`config.mk`:
```
export PLATFORM = sky130hd
export DESIGN_NAME = tone_source_arbiter
export DESIGN_NICKNAME = d
export VERILOG_FILES = /design/src/rtl/tone_source_arbiter.sv
export SDC_FILE = /design/constraint.sdc
export NUM_CORES = 1
export LEC_CHECK = 0
export ABC_CLOCK_PERIOD_IN_PS = 1970
export CAP_MARGIN = 10
export CORE_AREA = 5 5 58 73
export DETAILED_ROUTE_END_ITERATION = 10
export DIE_AREA = 0 0 63 78
export GPL_TIMING_DRIVEN = 0
export PLACE_DENSITY = 0.72
export SLEW_MARGIN = 10
export SYNTH_ARGS = -nofsm -noshare
export SYNTH_HDL_FRONTEND = slang
export SYNTH_SLANG_ARGS = --single-unit
```
`constraint.sdc`:
```
create_clock -name clk -period 1.97 [get_ports clk]
set_input_delay 0.394 -clock clk [delete_from_list [all_inputs] [get_ports clk]]
set_output_delay 0.394 -clock clk [all_outputs]
set_load 0.02 [all_outputs]
```
`src/rtl/tone_source_arbiter.sv`:
```
// Chooses the tone generator's note source (keypad or sequencer) and commits note changes on waveform boundaries.
// Optional build macro: TONE_ARB_LAST_PRIORITY_EN selects last-pressed key priority; default is lowest-index held key.
module tone_source_arbiter #(
  parameter int NKEYS       = 13,
  parameter int HOLD_CYCLES = 1000
) (
  input  logic             clk,
  input  logic             n_rst,
  input  logic [NKEYS-1:0] key_in,
  input  logic [3:0]       seq_note,
  input  logic             wave_edge,
  output logic [3:0]       note_out,
  output logic [1:0]       src,
  output logic             note_chg,
  output logic [1:0]       state_dbg
);

  localparam int CW = (HOLD_CYCLES > 1) ? $clog2(HOLD_CYCLES) : 1;
  localparam logic [CW-1:0] HOLD_LOAD = CW'(HOLD_CYCLES - 1);
  localparam logic [3:0]    SILENT    = 4'hF;

  typedef enum logic [1:0] {
    ST_IDLE = 2'd0,
    ST_KEY  = 2'd1,
    ST_HOLD = 2'd2,
    ST_SEQ  = 2'd3
  } state_t;

  state_t        state_q, state_d;
  logic [CW-1:0] cnt_q, cnt_d;
  logic [3:0]    active_key_q, active_key_d;
  logic [3:0]    note_out_q, note_out_d;
  logic [1:0]    src_q, src_d;
  logic          note_chg_q, note_chg_d;
  logic [3:0]    target;
  logic [3:0]    low_idx;
  logic          any_key;

  assign any_key = |key_in;

  always_comb begin
    low_idx = 4'd0;
    for (int i = NKEYS - 1; i >= 0; i--) begin
      if (key_in[i]) low_idx = 4'(i);
    end
  end

`ifdef TONE_ARB_LAST_PRIORITY_EN
  logic [NKEYS-1:0] key_prev_q;
  logic [NKEYS-1:0] new_press;
  logic [3:0]       high_new_idx;
  logic             act_held;

  assign new_press = key_in & ~key_prev_q;

  always_comb begin
    high_new_idx = 4'd0;
    act_held     = 1'b0;
    for (int i = 0; i < NKEYS; i++) begin
      if (new_press[i]) high_new_idx = 4'(i);
      if (active_key_q == 4'(i)) act_held = key_in[i];
    end
    active_key_d = active_key_q;
    if (|new_press) begin
      active_key_d = high_new_idx;
    end else if (!act_held && any_key) begin
      active_key_d = low_idx;
    end
  end

  always_ff @(posedge clk or negedge n_rst) begin
    if (!n_rst) key_prev_q <= '0;
    else        key_prev_q <= key_in;
  end
`else
  always_comb begin
    active_key_d = active_key_q;
    if (any_key) active_key_d = low_idx;
  end
`endif

  always_comb begin
    state_d = state_q;
    cnt_d   = cnt_q;
    target  = SILENT;
    case (state_q)
      ST_IDLE: begin
        if (any_key)                  state_d = ST_KEY;
        else if (seq_note != SILENT)  state_d = ST_SEQ;
      end
      ST_KEY: begin
        target = active_key_q;
        if (!any_key) begin
          state_d = ST_HOLD;
          cnt_d   = HOLD_LOAD;
        end
      end
      ST_HOLD: begin
        if (any_key) begin
          state_d = ST_KEY;
          cnt_d   = '0;
        end else if (cnt_q == '0) begin
          state_d = (seq_note != SILENT) ? ST_SEQ : ST_IDLE;
        end else begin
          cnt_d = cnt_q - CW'(1);
        end
      end
      ST_SEQ: begin
        target = seq_note;
        if (any_key)                  state_d = ST_KEY;
        else if (seq_note == SILENT)  state_d = ST_IDLE;
      end
      default: state_d = ST_IDLE;
    endcase
  end

  // Target comes from the pre-edge state, so a coincident state change commits on the next opportunity.
  always_comb begin
    note_out_d = note_out_q;
    note_chg_d = 1'b0;
    if ((target != note_out_q) && ((note_out_q == SILENT) || wave_edge)) begin
      note_out_d = target;
      note_chg_d = 1'b1;
    end
    case (state_d)
      ST_KEY:  src_d = 2'b01;
      ST_SEQ:  src_d = 2'b10;
      default: src_d = 2'b00;
    endcase
  end

  always_ff @(posedge clk or negedge n_rst) begin
    if (!n_rst) begin
      state_q      <= ST_IDLE;
      cnt_q        <= '0;
      active_key_q <= 4'd0;
      note_out_q   <= SILENT;
      src_q        <= 2'b00;
      note_chg_q   <= 1'b0;
    end else begin
      state_q      <= state_d;
      cnt_q        <= cnt_d;
      active_key_q <= active_key_d;
      note_out_q   <= note_out_d;
      src_q        <= src_d;
      note_chg_q   <= note_chg_d;
    end
  end

  assign note_out  = note_out_q;
  assign src       = src_q;
  assign note_chg  = note_chg_q;
  assign state_dbg = state_q;

endmodule
```
Word-level counts from Yosys, hierarchy flattened --
Cells that the tools add are included. W data, S select, Z words.
Word-level totals: register bits after elaboration 23, input port bits 20, output and inout bits 9, word-level logic and storage cells 54
Cells by class: $add $sub $neg 1, equal/unequal tests 11, mux-type cells 29, reductions and logical operators 7
Operators by type and width (number):
- $mux W4 | 13
- $mux W10 | 3
- $pmux W10 S2 | 1
- $mux W2 | 8
- $reduce_or A13 Y1 | 1
- $logic_not A10 Y1 | 1
- $sub A10 B1 Y10 const B | 1
- $eq A4 B4 Y1 const B | 2
- $pmux W2 S4 | 1
- $pmux W4 S2 | 1
- $eq A2 B2 Y1 const B | 3
- $eq A2 B1 Y1 const B | 2
- $ne A4 B4 Y1 | 1
- $ne A4 B4 Y1 const B | 1
- $pmux W2 S2 | 1
- $ne A3 B3 Y1 const B | 1
- $reduce_and A3 Y1 | 1
- $logic_not A2 Y1 | 1
- $ne A2 B2 Y1 const B | 1
- $reduce_bool A2 Y1 | 1
- $logic_and A1 B1 Y1 | 1
- $logic_or A1 B1 Y1 | 1
- $mux W1 | 1

Logic depth before layout (Yosys ltp) --
depth after elaboration 13, gate-level depth with buffers 8, mapped depth without buffers 7

Least setup slack after synthesis --
OpenSTA, ideal clock, no wires.
path kind input to register, start input key_in[10], end register src_q[1] (netlist: src[1]), setup time 0.133 ns, arrival 2.058 ns, data required time 1.837 ns, path slack -0.221 ns, stages 6, path buffers 1, cell sequence or4_4 -> or4_4 -> buf_6 -> a221oi_2 -> o22a_2 -> a31oi_1
On the way: word-level cells in the longest chain between the ends 5, elaborated cells between the ends (all ways) 9, those cells by class 2 x eq/ne; 6 x mux; 1 x reduce/logical
RTL lines:
- start: declaration | RTL line 9 | input logic [NKEYS-1:0] key_in,
- $reduce_or A13 Y1 (*) | RTL line 39 | assign any_key = |key_in;
- $mux W2, on equally long branches
- $pmux W2 S4 (*) | RTL line 86 | case (state_q)
- $eq A2 B2 Y1 / $eq A2 B1 Y1 (equally long branches) | RTL line 125 | case (state_d)
- $pmux W2 S2 (*) | RTL line 125
- via src_d[1] | RTL line 33 | logic [1:0] src_q, src_d;
- end signal: assignment | RTL line 145 | src_q <= src_d;
- end: declaration | RTL line 33
The timed path passes the listed nets; every way through them passes the cells marked *. A chain may end at the register's enable or synchronous reset.

Worst setup path after layout --
start input key_in[3], end register src_q[1] (netlist: src[1])
Same word-level chain as after synthesis.

==> summary.md <==
| Metric | Value |
|---|---|
| Status | `finished, violations left` |
| Violated checks | `setup timing` |
| Drt pass-1 iters | `4` |
| Footprint of the multi-input gates | `931 um2` |
| Slew Limit Fails | `0` |
| WHS | `between 0.3 and 0.4 ns` |
| Total CTS buffers | `3` |
| Mapped Area | `about 1500 um2` |
| Switching power | `around 0.88 mW` |
| Post-synthesis mux area share | `3.61%` |
| Internal Pwr Total | `between 1 and 1.5 mW` |
| Row count | `24` |
| Vias in the first global route | `roughly 1.5k` |
| Layout net count | `around 230` |
| Area of the die | `approximately 4900 um2` |
| Final setup fails | `13` |
| Max frequency | `slightly below 500 MHz` |
| Via count | `about 1.4k` |
| Die Y | `78 um` |
| CTS H-tree lvls | `1` |
| Max FO, Critical Path | `6` |
| Diode count | `0` |
| Post-DP HPWL | `between 2 and 3 mm` |
| Hold Crit Class | `in -> reg` |
| Final Wtd Congestion | `roughly 0.86` |
| Final Util | `between 50 and 60%` |
| FF+latch count, synth | `23` |
| Actual slew at the worst max-slew pin | `1.06 ns` |
| Initial antenna violation count | `0` |
| Synth Warn # | `0` |
| DRC | `0` |
| GRT Residual Overflow | `0` |
| GRT busiest layer | `met2` |
| DR vias/cell | `approximately 5.9` |
| Routed WL | `about 4 mm` |
| Met1 usage | `about 17%` |
| CP arrival | `~2.2 ns` |
| Critical Path RT | `between 2 and 2.5 ns` |
| Post-synthesis cell type count | `48` |
| I/O Buffers | `28` |
| Share of layout cells above drive strength 1 | `30.2%` |
| Synthesized area per cell | `between 9 and 10 um2` |
| Adder-cell share of the synthesized area | `slightly below 5%` |
| Avg WL per Cell | `between 15 and 20 um` |
| Final hold viol count | `0` |
| Ys flop type | `dfrtp_1` |
| Clock Root Buffer | `clkbuf_8` |
| Final ANT Viol Nets | `0` |
| Setup crit end kind | `register` |
| IO Count | `29` |
| Most frequent cell after synthesis | `dfrtp_1` |
| Most frequent cells after synthesis | `dfrtp_1 (19), o21ai_0 (18), nor2_1 (11)` |
| GR Layer Usage met3 | `2.02%` |
| Cts hold-fix bufs | `0` |
| Syn nets | `approximately 190` |
| Leakage | `0.815 nW` |
| Synth top area share | `31.2%` |
| Crit path launch type | `input pin` |
| Largest net degree at the start of global routing | `24` |
| Post-synth EDFFs | `0` |
| Post-route clock period utilization | `104%` |
| Chip width | `63 um` |
| Worst-Skew Late Latency | `around 0.26 ns` |
| Final min period | `2.05 ns` |
| Cells after Synth | `160` |
| Switching Share | `roughly 40%` |
| Flop pwr share | `between 30% and 40%` |
| Xor and xnor area share after synthesis | `under 10%` |
| CTS Sinks | `23` |
| GR Layer Usage met2 | `roughly 31%` |
| Core Area | `between 3000 and 4000 um2` |
| Global-route wire length before repair | `6.57 mm` |
| Worst-path clk slew | `0.08 ns` |
| RSZ-0062 raised after global routing | `yes` |
| Iteration-0 DRC Markers | `67` |
| Clock buffer depth | `2` |
| Sequential area share after synthesis | `a little under two fifths` |
| Clock Skew | `~0.0018 ns` |
| Min setup slack post-route | `-0.0841 ns` |
| Critical path type | `in -> reg` |
| Max VDD drop | `0.859 mV` |
| Cell accounting for the most synthesized area | `dfrtp_1` |
| Largest cells by area after synthesis | `dfrtp_1 (31%), dfstp_2 (6.9%), o21ai_0 (5.9%), ha_1 (4.9%), a22o_1 (3.4%)` |
| Logic pwr share | `a little under 50%` |
| Max-cap viol count | `0` |
| Slew margin rel. | `between 20% and 30%` |
| Setup_tns | `-0.679 ns` |
| Largest family of logic cells by synthesized area | `compound AO/OA/AOI/OAI gates` |
| Post-synth ARST share | `100%` |
| Register area | `just under 600 um2` |
| Clock network fraction of design power | `between 10% and 20%` |
| Post-synthesis simple-gate area fraction | `~17%` |
| CTS tree | `yes` |
| Compound-Gate Fraction of Synth Area | `a little over a quarter` |
| # fillers | `~310` |
| P&R area growth vs syn | `31.7%` |
| Starting Density | `44.1%` |
| Total Routing Usage GR | `15.9%` |
| P per Cell Area | `about 1100 nW/um2` |
[power by group through the flow]
stage | sequential [mW] | clock (mW) | combinational, mW
after floorplan | 0.883 | 0 | 0.585
after global placement | 0.827 | 0 | 0.945
after detailed placement | 0.842 | 0 | 0.985
after CTS | 0.843 | 0.301 | 1.04
after global routing | 0.882 | 0.326 | 1.18
final | 0.855 | 0.294 | 1.07
[registers in the layout, indices dropped and copies added, names as in the netlist]
register / cells
note_chg: 1
cnt_q: 10
active_key_q: 4
note_out: 4
state_dbg: 2
src: 2
[cell type report]
type                            instances  area share [%]
Inverter                                8            1.50
Buffer                                  6            2.49
Sequential cell                        23            29.1
Clock buffer                            3            2.06
Tap cell                               39            2.43
Clock inverter                          1           0.249
Multi-Input combinational cell        122            46.4
Timing Repair Buffer                   36            15.8
[stage by stage]
stage	power (mW)	instance area, um2	cells	setup slack [ns]
floorplan	1.47	1530	160	-0.201
global placement	1.77	1860	227	-0.799
detailed placement	1.83	1860	227	-0.828
CTS	2.19	2000	237	-0.0760
global route	2.39	2010	238	-0.134
finish	2.22	2010	238	-0.0841
[routing by layer]
metal / wire [um] / share of wire (%)
met5: 0 / 0
met4: 63 / 1.6
met3: 110 / 2.8
met2: 2150 / 55
met1: 1580 / 41
[critical path, cell delays in order]
cell and delay [ns]:
buf_6 0.09, or4_4 0.56, or4_4 0.63, a221oi_2 0.26, o22a_2 0.21, a31oi_1 0.04
[cells in the final DEF (no fill, tap or decap), types with 2 or more instances in the layout]
master / instances
a21oi_1: 6
a22o_1: 6
a22oi_1: 3
a311oi_1: 2
a31oi_1: 3
buf_2: 5
buf_4: 9
buf_6: 7
clkbuf_2: 2
clkbuf_8: 3
clkdlybuf4s50_1: 16
dfrtp_1: 17
dfrtp_2: 2
dfstp_2: 4
ha_1: 3
ha_2: 2
inv_1: 6
inv_2: 2
mux2_2: 4
nand2_1: 9
nand2b_1: 4
nand3_1: 4
nor2_1: 11
nor3_1: 6
o21ai_0: 7
o21ai_1: 11
o41a_1: 2
or3_1: 3
or4_4: 4
xnor2_1: 2
xor2_1: 4
[final timing paths]
kind | from | to | slack (ns) | cells past startpoint
max reg2reg | state_dbg[1] | cnt_q[2] | -0.01 | 7
min | key_in[0] | active_key_q[1] | 0.34 | 2
min reg2reg | active_key_q[1] | active_key_q[1] | 0.52 | 2
max in group asynchronous | n_rst | state_dbg[1] | 0.56 | 1
min in group asynchronous | n_rst | note_chg | 0.70 | 1
max | key_in[3] | src[1] | -0.08 | 6
[cell families (layout without fill, tap and decap cells)]
| kind of cell | count (synthesis) | count (layout) |
|---|---|---|
| AND/OR/NAND/NOR | 49 | 49 |
| XOR/XNOR | 6 | 6 |
| multiplexers | 5 | 5 |
| adder cells (fa/ha/maj) | 6 | 6 |
| buffers and inverters | 15 | 54 |
| flip-flops | 23 | 23 |
| AO/OA/AOI/OAI | 56 | 56 |
[what timing repair did]
item                                    4_1_cts  5_1_grt
endpoints found under the setup margin       17       15
setup buffers                                 7        1
pin swaps                                     9        7
resized for setup                            59       24
Power figures use the tool's default switching activity.
